**src/rtl/pc_seq_if.sv**
```systemverilog
// Control and status bundle between the fetch controller and the program counter.
interface pc_seq_if #(
    parameter int ADDR_W  = 7,
    parameter int OFF_W   = ADDR_W,
    parameter int DEPTH_W = 3
);
    logic                Up;
    logic                Load;
    logic [ADDR_W-1:0]   Target;
    logic                Branch;
    logic [OFF_W-1:0]    Offset;
    logic                Call;
    logic                Ret;
    logic [ADDR_W-1:0]   address;
    logic [DEPTH_W-1:0]  depth;
    logic                Overflow;
    logic                Underflow;
    logic                RangeErr;

    modport master (
        output Up, Load, Target, Branch, Offset, Call, Ret,
        input  address, depth, Overflow, Underflow, RangeErr
    );

    modport slave (
        input  Up, Load, Target, Branch, Offset, Call, Ret,
        output address, depth, Overflow, Underflow, RangeErr
    );
endinterface

```
**src/rtl/pc_seq.sv**
```systemverilog
// Program counter for the instruction-fetch path: increment with wrap limit,
// absolute jump, signed relative branch, and call/return through a small
// return-address stack. Error flags are sticky until Clr.
module pc_seq #(
    parameter int ADDR_W      = 7,
    parameter int LAST_ADDR   = 2**ADDR_W - 1,
    parameter int OFF_W       = ADDR_W,
    parameter int STACK_DEPTH = 4
) (
    input logic     Clock,
    input logic     Clr,
    pc_seq_if.slave bus
);
    localparam int DEPTH_W = $clog2(STACK_DEPTH + 1);
    localparam int IDX_W   = (STACK_DEPTH > 1) ? $clog2(STACK_DEPTH) : 1;
    localparam logic [ADDR_W-1:0]  LAST  = ADDR_W'(LAST_ADDR);
    // One extra bit keeps the range compare meaningful when LAST is all ones.
    localparam logic [ADDR_W:0]    LIMIT = {1'b0, LAST};
    localparam logic [DEPTH_W-1:0] FULL  = DEPTH_W'(STACK_DEPTH);

    logic [ADDR_W-1:0]  pc_q, pc_d;
    logic [DEPTH_W-1:0] depth_q, depth_d;
    logic               ovf_q, unf_q, rng_q;
    logic               set_ovf, set_unf, set_rng;
    logic               push;
    logic [ADDR_W-1:0]  stack_mem [STACK_DEPTH];
    logic [ADDR_W-1:0]  pc_inc, off_ext, branch_tgt, top_entry;
    logic [IDX_W-1:0]   push_idx, top_idx;

    function automatic logic out_of_range(input logic [ADDR_W-1:0] tgt);
        return {1'b0, tgt} > LIMIT;
    endfunction

    assign pc_inc     = (pc_q == LAST) ? '0 : pc_q + ADDR_W'(1);
    assign off_ext    = ADDR_W'($signed(bus.Offset));
    assign branch_tgt = pc_q + off_ext;
    assign push_idx   = IDX_W'(depth_q);
    assign top_idx    = IDX_W'(depth_q - DEPTH_W'(1));
    assign top_entry  = stack_mem[top_idx];

    // Resolve the single winning action for this cycle: Ret > Call > Load > Branch > Up.
    always_comb begin
        pc_d    = pc_q;
        depth_d = depth_q;
        push    = 1'b0;
        set_ovf = 1'b0;
        set_unf = 1'b0;
        set_rng = 1'b0;
        if (bus.Ret) begin
            if (depth_q != '0) begin
                pc_d    = top_entry;
                depth_d = depth_q - DEPTH_W'(1);
            end else begin
                set_unf = 1'b1;
            end
        end else if (bus.Call) begin
            if (depth_q == FULL) begin
                set_ovf = 1'b1;
            end else begin
                push    = 1'b1;
                depth_d = depth_q + DEPTH_W'(1);
                if (out_of_range(bus.Target)) begin
                    pc_d    = '0;
                    set_rng = 1'b1;
                end else begin
                    pc_d = bus.Target;
                end
            end
        end else if (bus.Load) begin
            if (out_of_range(bus.Target)) begin
                pc_d    = '0;
                set_rng = 1'b1;
            end else begin
                pc_d = bus.Target;
            end
        end else if (bus.Branch) begin
            if (out_of_range(branch_tgt)) begin
                pc_d    = '0;
                set_rng = 1'b1;
            end else begin
                pc_d = branch_tgt;
            end
        end else if (bus.Up) begin
            pc_d = pc_inc;
        end
    end

    // PC, occupancy and sticky flags; Clr overrides everything.
    always_ff @(posedge Clock) begin
        if (Clr) begin
            pc_q    <= '0;
            depth_q <= '0;
            ovf_q   <= 1'b0;
            unf_q   <= 1'b0;
            rng_q   <= 1'b0;
        end else begin
            pc_q    <= pc_d;
            depth_q <= depth_d;
            ovf_q   <= ovf_q | set_ovf;
            unf_q   <= unf_q | set_unf;
            rng_q   <= rng_q | set_rng;
        end
    end

    // Return-address storage; contents are don't-care after Clr, so it is not reset.
    always_ff @(posedge Clock) begin
        if (push && !Clr) begin
            stack_mem[push_idx] <= pc_inc;
        end
    end

    assign bus.address   = pc_q;
    assign bus.depth     = depth_q;
    assign bus.Overflow  = ovf_q;
    assign bus.Underflow = unf_q;
    assign bus.RangeErr  = rng_q;
endmodule

```
**src/flat_wrapper.sv**
```systemverilog
// flat-port wrapper written by rule: the top's interface ports become plain ports
module pc_seq_flat 
#(
    parameter int ADDR_W      = 7,
    parameter int LAST_ADDR   = 2**ADDR_W - 1,
    parameter int OFF_W       = ADDR_W,
    parameter int STACK_DEPTH = 4
)
  (Clock, Clr, bus_Up, bus_Load, bus_Target, bus_Branch, bus_Offset, bus_Call, bus_Ret, bus_address, bus_depth, bus_Overflow, bus_Underflow, bus_RangeErr);
  pc_seq_if #(.ADDR_W(ADDR_W), .OFF_W(OFF_W), .DEPTH_W(3)) bus_i ();
  input logic Clock;
  input logic Clr;
  input wire logic [$bits(bus_i.Up)-1:0] bus_Up;
  input wire logic [$bits(bus_i.Load)-1:0] bus_Load;
  input wire logic [$bits(bus_i.Target)-1:0] bus_Target;
  input wire logic [$bits(bus_i.Branch)-1:0] bus_Branch;
  input wire logic [$bits(bus_i.Offset)-1:0] bus_Offset;
  input wire logic [$bits(bus_i.Call)-1:0] bus_Call;
  input wire logic [$bits(bus_i.Ret)-1:0] bus_Ret;
  output wire logic [$bits(bus_i.address)-1:0] bus_address;
  output wire logic [$bits(bus_i.depth)-1:0] bus_depth;
  output wire logic [$bits(bus_i.Overflow)-1:0] bus_Overflow;
  output wire logic [$bits(bus_i.Underflow)-1:0] bus_Underflow;
  output wire logic [$bits(bus_i.RangeErr)-1:0] bus_RangeErr;
  assign bus_i.Up = bus_Up;
  assign bus_i.Load = bus_Load;
  assign bus_i.Target = bus_Target;
  assign bus_i.Branch = bus_Branch;
  assign bus_i.Offset = bus_Offset;
  assign bus_i.Call = bus_Call;
  assign bus_i.Ret = bus_Ret;
  assign bus_address = bus_i.address;
  assign bus_depth = bus_i.depth;
  assign bus_Overflow = bus_i.Overflow;
  assign bus_Underflow = bus_i.Underflow;
  assign bus_RangeErr = bus_i.RangeErr;
  pc_seq #(.ADDR_W(ADDR_W), .LAST_ADDR(LAST_ADDR), .OFF_W(OFF_W), .STACK_DEPTH(STACK_DEPTH)) u_core (.Clock(Clock), .Clr(Clr), .bus(bus_i));
endmodule
```
**config.mk**
```make
export PLATFORM = sky130hd
export DESIGN_NAME = pc_seq_flat
export DESIGN_NICKNAME = d
export VERILOG_FILES = /design/src/rtl/pc_seq_if.sv /design/src/rtl/pc_seq.sv /design/src/flat_wrapper.sv
export SDC_FILE = /design/constraint.sdc
export NUM_CORES = 1
export LEC_CHECK = 0
export BUFFER_PORTS_ARGS = -buffer_cell sky130_fd_sc_hd__buf_4
export CORE_MARGIN = 8
export CORE_UTILIZATION = 40
export CTS_BUF_LIST = sky130_fd_sc_hd__clkbuf_8
export CTS_CLUSTER_SIZE = 12
export DETAILED_ROUTE_END_ITERATION = 7
export GPL_ROUTABILITY_DRIVEN = 1
export HOLD_SLACK_MARGIN = 0.1
export MAX_ROUTING_LAYER = met4
export SYNTH_ARGS = -nofsm -noshare
export SYNTH_HDL_FRONTEND = slang
export SYNTH_SLANG_ARGS = --single-unit
```
**constraint.sdc**
```tcl
create_clock -name Clock -period 2.3 [get_ports Clock]
set_clock_uncertainty 0.05 [all_clocks]
set_input_delay 0.115 -clock Clock [delete_from_list [all_inputs] [get_ports Clock]]
set_output_delay 0.115 -clock Clock [all_outputs]
set_load 0.01 [all_outputs]
```
==> out/qor.csv <==
stage;metric;value;unit
global_route;overall_track_demand_over_capacity_in_global_routing;13.1;%
clock_network;ctsHtreeMaxLevel;2;
yosys;synth_warnings;0;
power;power_per_cell_area;975;nW/um^2
place;io_buffer_count;32;
setup_path;critical_path.startpoint_type;flip-flop;
clock_network;ctsResizeCount;0;
drt;route.detailed.wl_per_inst;16.9;um
power;vdd.ir_drop.worst;0.339;mV
timing;final.min_clock_period;2000;ps
yosys;asyncSetResetFlopFracSynth;0;%
clock_network;clk_buf_depth;2;
drt;dr_total_vias;1632;
yosys;largest_family_of_logic_cells_by_synthesized_area;compound AO/OA/AOI/OAI gates;
timing;timing_worst_slew_pin_value;582;ps
setup_path;critical_path_class;reg -> reg;
global_route;grt_use_met1;15.1;%
timing;setup_viol_count_final;0;
clock_network;clk_transition_reported_paths;80;ps
timing;grt_setup_unrepaired;false;
floorplanning;die_width;91.1;um
global_route;grt.overflow.total;0;
yosys;synth_cell_types;49;
floorplanning;core_region_area;5470;um^2
clock_network;insertion_delay;290;ps
layout;areaGrowthSynthToFinish;18.9;%
yosys;synth.cell_area;2260;um^2
yosys;synth_area_per_cell;11.7;um^2
yosys;synth-xor-area-share;3.49;%
yosys;synth_cells;193;
global_route;grt_use_met3;3.54;%
layout;n_diodes;0;
layout;post-route-util;49.0;%
layout;drive_gt1_share;25.4;%
drt;postRouteAntennaNets;0;
clock_network;cts_sinks;40;
hold_path;worstHoldPathCells;3;
power;power.leakage;1.05;nW
drt;first_iter_violations;54;
setup_path;crit_arrival;2170;ps
run;drv.max_cap_violation_count;0;
yosys;dominantRegCellSynth;sky130_fd_sc_hd__edfxtp_1;
timing;fin_setup_tns;0;ps
timing;timing.slew.headroom;61.1;%
drt;drt_pre_antenna_iters;4;
drt;routed_wl;5.06;mm
clock_network;cts_tree;yes;
clock_network;cts_inserted_buffers;5;
yosys;synth_edf_count;28;
drt;via_per_inst;5.44;
global_route;grt.busiest_layer;met2;
place;globalplace.congestion;0.771;
global_route;grt_pass1_wl;8.58;mm
yosys;muxShareOfSynthArea;8.76;%
yosys;post_synth_fa_ha_maj_area_fraction;8.10;%
floorplanning;initial_utilization;41.2;%
yosys;synth_compound_gate_area_share;15.1;%
global_route;antenna_found_initial;0;
timing;timing.final.max_slew_violations;0;
floorplanning;dieHeight;91.1;um
status;result_of_the_run;finished clean;
timing;maxClockFrequency;501;MHz
setup_path;critPathMaxFanout;2;
global_route;first_global_vias;1708;
yosys;synth_seq_cells;40;
setup_path;req_time_crit_path;2470;ps
hold_path;type_of_the_most_critical_hold_path;in -> reg;
global_route;grt_start_max_net_pins;24;
setup_path;worst_setup_ep_type;flip-flop;
floorplanning;die-area;8300;um^2
floorplanning;std_cell_rows;27;
drt;detail_route.drc_violations;0;
yosys;syn-num-nets;228;
setup_path;worst_r2r_path_depth;7;
floorplanning;floorplan.io_pins;34;
place;post-dp-hpwl;3.86;mm
layout;nNetsFinal;262;
timing;hold_viol;0;
power;totalPowerFinal;0.00262;W
timing;fin_crit_sh;86.9;%
global_route;grt_util_met2;22.0;%
yosys;fraction_of_the_yosys_area_taken_by_sequential_cells;47.9;%
yosys;synthSimpleGateAreaFrac;13.1;%
setup_path;worst-r2r-setup-slack;300;ps
clock_network;clock_tree.root_cell;sky130_fd_sc_hd__clkbuf_8;
## routing by layer
layer,routed length (um),vias up,share of wire (%)
li1,-,795,-
met1,2280,787,45
met2,2490,42,49
met3,239,8,4.7
met4,46,0,0.91
met5,0,-,0
## cell type report
cell class,instances,area (um^2)
Clock buffer,5,68.8
Clock inverter,3,42.5
Fill cell,514,2790
Inverter,7,26.3
Multi-Input combinational cell,137,1100
Sequential cell,40,1080
Tap cell,72,90.1
Timing Repair Buffer,36,273
## cell families (layout without fill, tap and decap cells)
| logic type | after synthesis | after routing |
|---|---|---|
| DFF | 40 | 40 |
| AOI/OAI and AO/OA | 47 | 47 |
| other | 1 | 1 |
| and+or+nand+nor | 55 | 55 |
| adders and majority gates | 14 | 14 |
| muxes | 11 | 11 |
| buffers and inverters | 16 | 51 |
| xor gates and xnor gates | 9 | 9 |
## timing repair
action,CTS,global route
setup buffers,0,0
hold buffers,1,0
hold endpoints to repair,10,0
## per-stage QoR
stage	cell area, um^2	worst slack (ps)	hold WS (ps)	cells
finish	2680	302	112	300
global route	2680	178	157	300
CTS	2680	301	104	300
detailed placement	2560	315	369	291
global placement	2560	348	366	291
floorplan	2260	133	184	193
## state kept, by name (all words and copies together), names as in the netlist
signal and cells:
u_core.bus.address 7, u_core.bus.Underflow 1, u_core.stack_mem 28, u_core.bus.Overflow 1, u_core.bus.depth 3
## critical path, cell delays in order (launching register included)
cell	delay, ps
sky130_fd_sc_hd__dfxtp_1	320
sky130_fd_sc_hd__ha_1	210
sky130_fd_sc_hd__fa_1	410
sky130_fd_sc_hd__a21o_1	220
sky130_fd_sc_hd__a21oi_1	180
sky130_fd_sc_hd__mux2i_1	220
sky130_fd_sc_hd__o211ai_1	130
sky130_fd_sc_hd__a211oi_2	180
## layout by cell type (no fill, tap or decap), types with 5 or more instances in the layout
master and instances:
sky130_fd_sc_hd__edfxtp_1 28, sky130_fd_sc_hd__nand3_1 7, sky130_fd_sc_hd__xor2_1 5, sky130_fd_sc_hd__buf_4 35, sky130_fd_sc_hd__and2_1 5, sky130_fd_sc_hd__inv_1 6, sky130_fd_sc_hd__dfxtp_1 12, sky130_fd_sc_hd__clkbuf_8 5
sky130_fd_sc_hd__a211oi_1 5, sky130_fd_sc_hd__mux4_2 7, sky130_fd_sc_hd__a21oi_1 14, sky130_fd_sc_hd__nand2_1 5, sky130_fd_sc_hd__o21ai_0 5, sky130_fd_sc_hd__ha_1 13, sky130_fd_sc_hd__nand2b_1 6, sky130_fd_sc_hd__nor2_1 15
## synth_stat cells, types with 2 or more instances
library cell	n	area share, %
sky130_fd_sc_hd__dfxtp_1	12	11
sky130_fd_sc_hd__a21o_1	3	1.0
sky130_fd_sc_hd__ha_1	13	7.2
sky130_fd_sc_hd__buf_2	5	1.1
sky130_fd_sc_hd__buf_4	2	0.67
sky130_fd_sc_hd__a31oi_1	4	1.1
sky130_fd_sc_hd__nand3_1	7	1.6
sky130_fd_sc_hd__clkbuf_1	2	0.33
sky130_fd_sc_hd__xnor2_1	4	1.6
sky130_fd_sc_hd__nor3_1	4	0.89
sky130_fd_sc_hd__o21ai_1	2	0.44
sky130_fd_sc_hd__and3_1	4	1.1
sky130_fd_sc_hd__mux4_2	7	7.0
sky130_fd_sc_hd__mux2i_1	4	1.8
sky130_fd_sc_hd__inv_1	6	1.0
sky130_fd_sc_hd__o21ai_0	5	1.1
sky130_fd_sc_hd__nand2_1	5	0.83
sky130_fd_sc_hd__nand4_1	2	0.55
sky130_fd_sc_hd__a211oi_1	5	1.7
sky130_fd_sc_hd__xor2_1	5	1.9
sky130_fd_sc_hd__nor2_1	15	2.5
sky130_fd_sc_hd__a21oi_1	14	3.1
sky130_fd_sc_hd__and2_1	5	1.4
sky130_fd_sc_hd__edfxtp_1	28	37
sky130_fd_sc_hd__nand2b_1	6	1.7
## power breakdown
| part | switching [W] | internal [W] |
|---|---|---|
| Sequential | 0.0000931 | 0.000904 |
| Combinational | 0.000548 | 0.000501 |
| Clock | 0.000248 | 0.000321 |
## worst paths after layout
path | from | endpoint
hold reg to reg | u_core.bus.Overflow$_SDFF_PP0_ | u_core.bus.Overflow$_SDFF_PP0_
setup reg to reg | u_core.bus.address[0]$_SDFFE_PP0P_ | u_core.bus.address[4]$_SDFFE_PP0P_
setup / recovery | u_core.bus.address[0]$_SDFFE_PP0P_ | u_core.bus.address[4]$_SDFFE_PP0P_
hold / removal | bus_Target[5] | u_core.bus.address[5]$_SDFFE_PP0P_
Power figures use the tool's default switching activity.
